## src/rtl/fp_add_pipe.sv

```systemverilog
// Three-stage floating-point adder/subtractor: align, add, normalise/round/pack.
// Latency 3 cycles at 1 beat/cycle; every stage holds together while the output is stalled.
module fp_add_pipe #(
  parameter int EXP_W = 5,
  parameter int MAN_W = 10,
  localparam int W = 1 + EXP_W + MAN_W
) (
  input  logic         CLK,
  input  logic         RESETn,
  input  logic         in_valid,
  output logic         in_ready,
  input  logic [W-1:0] A,
  input  logic [W-1:0] B,
  input  logic         sub,
  output logic         out_valid,
  input  logic         out_ready,
  output logic [W-1:0] Sum,
  output logic         ovf,
  output logic         unf,
  output logic         inv
);

  localparam int SW  = MAN_W + 4;
  localparam int RW  = MAN_W + 2;
  localparam int LZW = $clog2(SW + 1);
  localparam int EW  = ((EXP_W > LZW) ? EXP_W : LZW) + 2;
  localparam logic [EXP_W-1:0] EMAX = '1;
  localparam logic [W-1:0] QNAN = {1'b0, EMAX, 1'b1, {(MAN_W-1){1'b0}}};

  logic en;
  assign en       = out_ready | ~out_valid;
  assign in_ready = en;

  logic             sa, sb, a_nan, b_nan, a_inf, b_inf, a_zero, b_zero;
  logic [EXP_W-1:0] ea, eb, ex, ey, d;
  logic [MAN_W-1:0] ma, mb;
  logic [W-2:0]     mag_a, mag_b, mag_x, mag_y;
  logic             swap, sx, sy;
  logic [SW-1:0]    x_ext, y_ext, y_shr, y_al;
  logic             spec, spec_inv;
  logic [W-1:0]     spec_dat;

  always_comb begin
    sa     = A[W-1];
    sb     = B[W-1] ^ sub;
    ea     = A[W-2:MAN_W];
    eb     = B[W-2:MAN_W];
    ma     = A[MAN_W-1:0];
    mb     = B[MAN_W-1:0];
    a_zero = (ea == '0);
    b_zero = (eb == '0);
    a_inf  = (ea == EMAX) && (ma == '0);
    b_inf  = (eb == EMAX) && (mb == '0);
    a_nan  = (ea == EMAX) && (ma != '0);
    b_nan  = (eb == EMAX) && (mb != '0);
    // subnormals compare as zero so they can never become X
    mag_a  = {ea, ma & {MAN_W{~a_zero}}};
    mag_b  = {eb, mb & {MAN_W{~b_zero}}};
    swap   = mag_b > mag_a;
    sx     = swap ? sb : sa;
    sy     = swap ? sa : sb;
    mag_x  = swap ? mag_b : mag_a;
    mag_y  = swap ? mag_a : mag_b;
    ex     = mag_x[W-2:MAN_W];
    ey     = mag_y[W-2:MAN_W];
    d      = ex - ey;
    x_ext  = {1'b1, mag_x[MAN_W-1:0], 3'b000};
    y_ext  = {(ey != '0), mag_y[MAN_W-1:0], 3'b000};
    y_shr  = y_ext >> d;
    if (32'(d) >= MAN_W + 3)
      y_al = {{(SW-1){1'b0}}, |y_ext};
    else
      y_al = y_shr | {{(SW-1){1'b0}}, ((y_shr << d) != y_ext)};

    spec     = 1'b1;
    spec_inv = 1'b0;
    spec_dat = '0;
    if (a_nan || b_nan)
      spec_dat = QNAN;
    else if (a_inf && b_inf && (sa != sb)) begin
      spec_dat = QNAN;
      spec_inv = 1'b1;
    end else if (a_inf)
      spec_dat = {sa, EMAX, {MAN_W{1'b0}}};
    else if (b_inf)
      spec_dat = {sb, EMAX, {MAN_W{1'b0}}};
    else if (a_zero && b_zero)
      spec_dat = {sa & sb, {(W-1){1'b0}}};
    else
      spec = 1'b0;
  end

  logic             s1_vld, s1_spec, s1_inv, s1_sgn, s1_sub;
  logic [W-1:0]     s1_dat;
  logic [EXP_W-1:0] s1_ex;
  logic [SW-1:0]    s1_mx, s1_my;

  always_ff @(posedge CLK or negedge RESETn) begin
    if (!RESETn) begin
      s1_vld <= 1'b0; s1_spec <= 1'b0; s1_inv <= 1'b0; s1_sgn <= 1'b0; s1_sub <= 1'b0;
      s1_dat <= '0;   s1_ex   <= '0;   s1_mx  <= '0;   s1_my  <= '0;
    end else if (en) begin
      s1_vld <= in_valid; s1_spec <= spec;  s1_inv <= spec_inv; s1_sgn <= sx; s1_sub <= sx ^ sy;
      s1_dat <= spec_dat; s1_ex   <= ex;    s1_mx  <= x_ext;    s1_my  <= y_al;
    end
  end

  logic [SW:0] sum_d;
  assign sum_d = s1_sub ? ({1'b0, s1_mx} - {1'b0, s1_my}) : ({1'b0, s1_mx} + {1'b0, s1_my});

  logic             s2_vld, s2_spec, s2_inv, s2_sgn;
  logic [W-1:0]     s2_dat;
  logic [EXP_W-1:0] s2_ex;
  logic [SW:0]      s2_sum;

  always_ff @(posedge CLK or negedge RESETn) begin
    if (!RESETn) begin
      s2_vld <= 1'b0; s2_spec <= 1'b0; s2_inv <= 1'b0; s2_sgn <= 1'b0;
      s2_dat <= '0;   s2_ex   <= '0;   s2_sum <= '0;
    end else if (en) begin
      s2_vld <= s1_vld; s2_spec <= s1_spec; s2_inv <= s1_inv; s2_sgn <= s1_sgn;
      s2_dat <= s1_dat; s2_ex   <= s1_ex;   s2_sum <= sum_d;
    end
  end

  logic [LZW-1:0] lz;
  logic [SW-1:0]  nm;
  logic [EW-1:0]  ne, ne_r;
  logic [RW-1:0]  rm;
  logic           rup, r_ovf, r_unf;
  logic [W-1:0]   res;

  always_comb begin
    lz = LZW'(SW);
    for (int i = 0; i < SW; i++)
      if (s2_sum[i]) lz = LZW'(SW - 1 - i);
    if (s2_sum[SW]) begin
      nm = {s2_sum[SW:2], s2_sum[1] | s2_sum[0]};
      ne = EW'(s2_ex) + EW'(1);
    end else begin
      nm = s2_sum[SW-1:0] << lz;
      ne = EW'(s2_ex) - EW'(lz);
    end
    rup  = nm[2] & (nm[3] | nm[1] | nm[0]);
    rm   = {1'b0, nm[SW-1:3]} + RW'(rup);
    // a carry out of rounding leaves an all-zero fraction one binade up
    ne_r = ne + EW'(rm[RW-1]);
    res  = {s2_sgn, ne_r[EXP_W-1:0], rm[RW-1] ? {MAN_W{1'b0}} : rm[MAN_W-1:0]};
    r_ovf = 1'b0;
    r_unf = 1'b0;
    if (s2_spec)
      res = s2_dat;
    else if (s2_sum == '0)
      res = '0;
    else if ($signed(ne_r) >= $signed(EW'(EMAX))) begin
      res   = {s2_sgn, EMAX, {MAN_W{1'b0}}};
      r_ovf = 1'b1;
    end else if ($signed(ne_r) <= $signed(EW'(0))) begin
      res   = {s2_sgn, {(W-1){1'b0}}};
      r_unf = 1'b1;
    end
  end

  always_ff @(posedge CLK or negedge RESETn) begin
    if (!RESETn) begin
      out_valid <= 1'b0; Sum <= '0; ovf <= 1'b0; unf <= 1'b0; inv <= 1'b0;
    end else if (en) begin
      out_valid <= s2_vld;
      Sum       <= res;
      ovf       <= s2_vld & r_ovf;
      unf       <= s2_vld & r_unf;
      inv       <= s2_vld & s2_spec & s2_inv;
    end
  end

endmodule

```

## config.mk

```make
export PLATFORM = sky130hd
export DESIGN_NAME = fp_add_pipe
export DESIGN_NICKNAME = d
export VERILOG_FILES = /design/src/rtl/fp_add_pipe.sv
export SDC_FILE = /design/constraint.sdc
export NUM_CORES = 1
export LEC_CHECK = 0
export CAP_MARGIN = 10
export CORE_MARGIN = 3
export CORE_UTILIZATION = 56
export CTS_BUF_LIST = sky130_fd_sc_hd__clkbuf_2
export DETAILED_ROUTE_END_ITERATION = 10
export PLACE_DENSITY = 0.82
export SLEW_MARGIN = 10
export SYNTH_ARGS = -nofsm -noshare
export SYNTH_HDL_FRONTEND = slang
export SYNTH_SLANG_ARGS = --single-unit
```

## constraint.sdc

```tcl
create_clock -name CLK -period 5.4 [get_ports CLK]
set_clock_uncertainty 0.05 [all_clocks]
set_input_delay 0.81 -clock CLK [delete_from_list [all_inputs] [get_ports CLK]]
set_output_delay 0.81 -clock CLK [all_outputs]
set_load 0.05 [all_outputs]
```

==> results of run 1 <==
-- worst max-delay path by stage --
stage	to	slack, ps	cells past startpoint
after floorplan	s1_my[0]	-530	25
final	s1_my[0]	20	24
after CTS	s1_my[0]	4	24
after global placement	s1_my[0]	-980	24
after detailed placement	s1_my[0]	-1130	24
after global routing	s1_my[0]	-110	23
-- layout by cell type (no fill, tap or decap), types with 10 or more instances in the layout --
| cell type | count |
|---|---|
| ha_1 | 40 |
| a21o_1 | 11 |
| o211ai_1 | 12 |
| o31ai_1 | 17 |
| clkdlybuf4s50_1 | 49 |
| dfrtp_1 | 85 |
| xor2_1 | 12 |
| buf_4 | 193 |
| inv_1 | 57 |
| nor3_1 | 22 |
| nor2_1 | 89 |
| nand2_1 | 157 |
| mux2i_1 | 22 |
| xnor2_1 | 11 |
| and3_1 | 10 |
| o21bai_1 | 10 |
| o21ai_0 | 70 |
| nand3_1 | 27 |
| a21oi_1 | 69 |
| clkbuf_2 | 11 |
| nor4_1 | 11 |
-- stage by stage --
step | hold WS [ps] | cell area [sq um] | util | worst slack, ps
final | 455 | 10700 | 0.764 | 15.5
after global routing | 424 | 10700 | 0.764 | -109
after CTS | 404 | 10400 | 0.741 | 3.93
after detailed placement | 404 | 10200 | 0.727 | -1130
after global placement | 401 | 10200 | 0.727 | -981
after floorplan | 389 | 8190 | - | -529
-- registers in the layout, indices dropped and copies added (netlist names), 3 cells and up --
| signal | flops |
|---|---|
| Sum | 16 |
| s2_sum | 15 |
| s1_my | 14 |
| s1_mx | 11 |
| s1_ex | 5 |
| s2_ex | 5 |
| s1_dat | 3 |
| s2_dat | 3 |
-- power by group --
group	switching (mW)	leakage, nW	internal (mW)
clock network	0.267	0.0697	0.0761
registers	0.232	1.06	0.847
logic	2.09	3.74	1.55
-- layout make-up --
class	instances	area, sq um
clock inverter	7	72.6
antenna	1	2.50
clock buffer	9	45.0
sequential	85	2130
inverter	64	248
fill	1027	3300
timing repair buffer	256	2120
multi-input combinational	841	5860
tap	180	225
-- repair_timing --
item                                    in CTS  in global routing
endpoints found under the setup margin       1                 16
buffers inserted                             2                  6
hold endpoints to repair                     7                  0
pin swaps                                   12                 23
cloned                                       0                  1
hold buffers                                 1                  0
resized for setup                           17                 59
-- kinds of logic after synthesis --
group,share of synthesized area
xor gates and xnor gates,0.0291
adders and majority gates,0.0791
muxes,0.0691
AOI/OAI and AO/OA,0.277
buffers and inverters,0.0620
and+or+nand+nor,0.221
DFF,0.263
-- layer usage --
layer | part of all wire | track usage
met2 | 0.49 | 0.531
met1 | 0.41 | 0.424
met3 | 0.075 | 0.0522
met5 | 0 | 0
met4 | 0.032 | 0.112
-- worst max-delay path: cells and delay by family --
kind / cells / cell delay [ps]
and+or+nand+nor: 6 / 1370
AOI/OAI and AO/OA: 7 / 1440
muxes: 5 / 1250
buffers and inverters: 4 / 370
adders and majority gates: 2 / 620
==> results.toml, run 1 <==
[synthesis]
yosysWarnings = 0
synthTopCellsByCount = "168 x nand2_1, 92 x nor2_1, 85 x dfrtp_1, 73 x o21ai_0, 72 x a21oi_1"
synth_flop_cell = "dfrtp_1"
yosys.area.top_type = "dfrtp_1"
post-synth-top-count-cell = "nand2_1"
avgSynthCellArea_sq_um = 7.70
yosysUniqueCellTypes = 91
ys_seq_elements = 85
syn_area_sq_mm = 0.00810
synth_edf_count = 0
synthCells = 1052
async_reset_ff_frac = 1.00
yosysTopAreaCellShare = 0.263
yosys-top-cells-area = "dfrtp_1 26%, nand2_1 7.8%, ha_1 7.4%"
synth.net_count = 1139
ys_seq_area_frac = 0.263

[floorplan]
fp-row-count = 43
die_height_microns = 126
die-area_sq_mm = 0.0159
die_w_microns = 126
ios = 58
core_region_area_sq_mm = 0.0140
initial_utilization = 0.579

[global_routing]
grt_max_degree = 108
grt_pass1_wl_mm = 42.1
grtUsageTotal = 0.319
overflow = 0
grt_antenna_before_repair = 1
grt_pass1_vias = 8601

[power]
power.leakage_nw = 4.87
total_power_mw = 5.06
p_per_area_mw_per_mm2 = 473
peakVddDrop_mv = 0.209

[critical_path]
slowest_delay_ps = 550
slowest_stage = "or4_4"
rr_endpoint = "Sum[9]"
crit_chain = "clkbuf_2, or4_4, or2_4, buf_12, nand2_1, inv_1, ha_4, nand3b_1, a21oi_2, o21ai_2, a2111o_1, and2_4, ha_4, inv_6, mux2_4, mux2i_2, mux2_4, mux2i_2, mux4_2, nor2_2, o211ai_1, a311o_1, a31oi_1, a31oi_1"
reg2reg_depth = 24
critical_path_class = "input pin to flop"
startpoint = "B[13]"
timing.reg2reg.setup_slack_ps = 220
r2r_start = "s2_sum[0]"
path_max_fanout = 5
required_ps = 5870
crit_arrival_ps = 5850
endpoint_kind = "flop"
crit_path_start_kind = "input pin"

[route]
drc_errors = 0
ant_nets = 0
wl_mm = 26.3
vias = 9042
wl_per_cell_microns = 18.3
firstDrtPassIters = 6
viasPerCell = 6.27
drt_iter0_markers = 1192

[placement]
port_buffers = 57
dp_cells = 1417
place.gp.congestion = 1.02
dp_hpwl_mm = 19.7

[cts]
cts_max_level = 3
cts_tree = "yes"
cts.clk_slew.worst_paths_ps = 290
clock-sinks = 85
root_buffer = "clkbuf_2"
cts_buffer_depth = 2
clock_latency_ps = 610
numCtsBuffers = 9

[sta]
period_minus_slack_ps = 5380
fin_setup_tns_ps = 0
worstMarginPinSlew_ps = 966
final.period_utilization = 0.997
fmax_mhz = 186
finalSetupViolCount = 0
hold_viol = 0
final-max-slew-violation-count = 0
timing.max_slew.rel_slack = 0.339

[cells_and_area]
final_nets = 1344
drive_gt1_frac = 0.249
area_growth_pct = 32.1
instances_no_fill = 1443

[job]
drv_cap = 0

[run_status]
status = "finished, final reports clean"

[min_path]
hold_class = "input pin to asynchronous set/reset pin"
Power figures use the tool's default switching activity.
==> run 2: changes to the inputs <==
--- a/config.mk
+++ b/config.mk
@@ -11,6 +11,7 @@
 export CTS_BUF_LIST = sky130_fd_sc_hd__clkbuf_2
 export DETAILED_ROUTE_END_ITERATION = 10
 export PLACE_DENSITY = 0.82
+export REMOVE_ABC_BUFFERS = 1
 export SLEW_MARGIN = 10
 export SYNTH_ARGS = -nofsm -noshare
 export SYNTH_HDL_FRONTEND = slang
==> results.toml, run 2 (synthesis gave the netlist of run 1 again) <==
[sta]
worstMarginPinSlew_ps = 1020
final-max-slew-violation-count = 0
hold_viol = 0
fmax_mhz = 188
fin_ws_ps = 81.9
finalSetupViolCount = 0
final.period_utilization = 0.985
fin_setup_tns_ps = 0
timing.max_slew.rel_slack = 0.317
period_minus_slack_ps = 5320

[floorplan]
fp-row-count = 43
die-area_sq_mm = 0.0159
die_height_microns = 126
initial_utilization = 0.579
core_region_area_sq_mm = 0.0140
die_w_microns = 126
ios = 58

[route]
vias = 9148
drt_iter0_markers = 1001
viasPerCell = 6.33
wl_mm = 27.2
drc_errors = 0
firstDrtPassIters = 5
ant_nets = 0
wl_per_cell_microns = 18.8

[placement]
place.gp.congestion = 1.02
dp_cells = 1420
port_buffers = 57
dp_hpwl_mm = 20.0
place_area_sq_mm = 0.0101
place_ws_ps = -1150

[critical_path]
crit_arrival_ps = 5760
cpLargestDelayFamily = "simple AND/OR/NAND/NOR gates"
critical_path_class = "input pin to flop"
required_ps = 5840
slowest_delay_ps = 600
crit_path_start_kind = "input pin"
path_max_fanout = 5
crit_chain = "dlygate4sd2_1, or4_4, or2_4, and2_4, ha_4, nand4_1, or4_4, nor2_4, a21oi_2, and2_4, ha_4, inv_4, mux2_4, mux2i_4, mux2_4, mux2i_4, mux4_2, nor2_4, o211ai_1, a311o_1, a31oi_1, a31oi_1"
crit_buf_inv = 2
slowest_stage = "or4_4"
endpoint_kind = "flop"

[cells_and_area]
instances_no_fill = 1446
final_common_cell = "buf_4"
layout_common_cells = "201 x buf_4, 157 x nand2_1, 87 x nor2_1, 85 x dfrtp_1, 69 x o21ai_0"
final_nets = 1348
drive_gt1_frac = 0.259
top_register = "Sum"
top_regs = "Sum x16, s2_sum x15, s1_my x14"
n_antenna_cell = 0
fin_util = 0.762
fin_area_sq_mm = 0.0107
area_growth_pct = 31.6
largest_reg_flops = 16

[global_routing]
grtUsageTotal = 0.328
use_met1 = 0.440
grt_max_degree = 108
grt_antenna_before_repair = 0
use_met3 = 0.0623
busiest_layer = "met2"
overflow = 0
met2_usage = 0.534
grt_pass1_wl_mm = 43.0
grt_pass1_vias = 8623

[cts]
clock-sinks = 85
cts_max_level = 3
cts_buffer_depth = 2
clock_latency_ps = 600
root_buffer = "clkbuf_2"
cts.clk_slew.worst_paths_ps = 300
cts_tree = "yes"
numCtsBuffers = 9

[job]
drv_cap = 0

[run_status]
status = "finished, final reports clean"

[power]
power.leakage_nw = 4.88
peakVddDrop_mv = 0.203
p_per_area_mw_per_mm2 = 476

[min_path]
hold_class = "input pin to asynchronous set/reset pin"
-- run 2: final timing paths --
path / slack (ps) / depth (start not counted) / endpoint / startpoint
max: 80 / 22 / s1_my[0] / B[12]
min: 40 / 1 / s1_mx[12] / RESETn
max reg2reg: 340 / 23 / Sum[2] / s2_sum[0]
min reg2reg: 460 / 2 / s2_vld / s1_vld
max in group asynchronous: 4170 / 2 / s2_sum[10] / RESETn
min in group CLK: 460 / 2 / s2_vld / s1_vld
-- run 2: routing by layer --
metal | part of all wire | routed length [microns]
met2 | 0.47 | 12700
met4 | 0.039 | 1050
met5 | 0 | 0
met3 | 0.079 | 2150
met1 | 0.42 | 11300
-- run 2: what timing repair did --
action,in CTS,in global routing
resized for setup,34,68
endpoints found under the setup margin,5,16
setup buffers,5,5
gates cloned,1,0
hold buffers,0,0
pin swaps,19,25
-- run 2: power by group --
part | internal [mW] | leakage, nW | total [mW] | switching (mW)
logic | 1.54 | 3.74 | 3.64 | 2.09
registers | 0.847 | 1.06 | 1.08 | 0.237
clock network | 0.0784 | 0.0748 | 0.349 | 0.271
total | 2.47 | 4.88 | 5.07 | 2.60
-- run 2: metrics by stage --
step	total power [mW]	hold slack (ps)
after floorplan	3.24	389
after global placement	4.41	401
after detailed placement	4.48	405
after CTS	4.87	21.2
after global routing	5.43	5.74
final	5.07	36.5
-- run 2: layout make-up --
cell class | instances | area [sq um]
clock buffers | 9 | 45.0
well taps | 180 | 225
flip-flops and latches | 85 | 2130
repair buffers | 260 | 2100
multi-input cells | 841 | 5830
fillers | 1043 | 3340
clock inverters | 7 | 76.3
inverters | 64 | 243
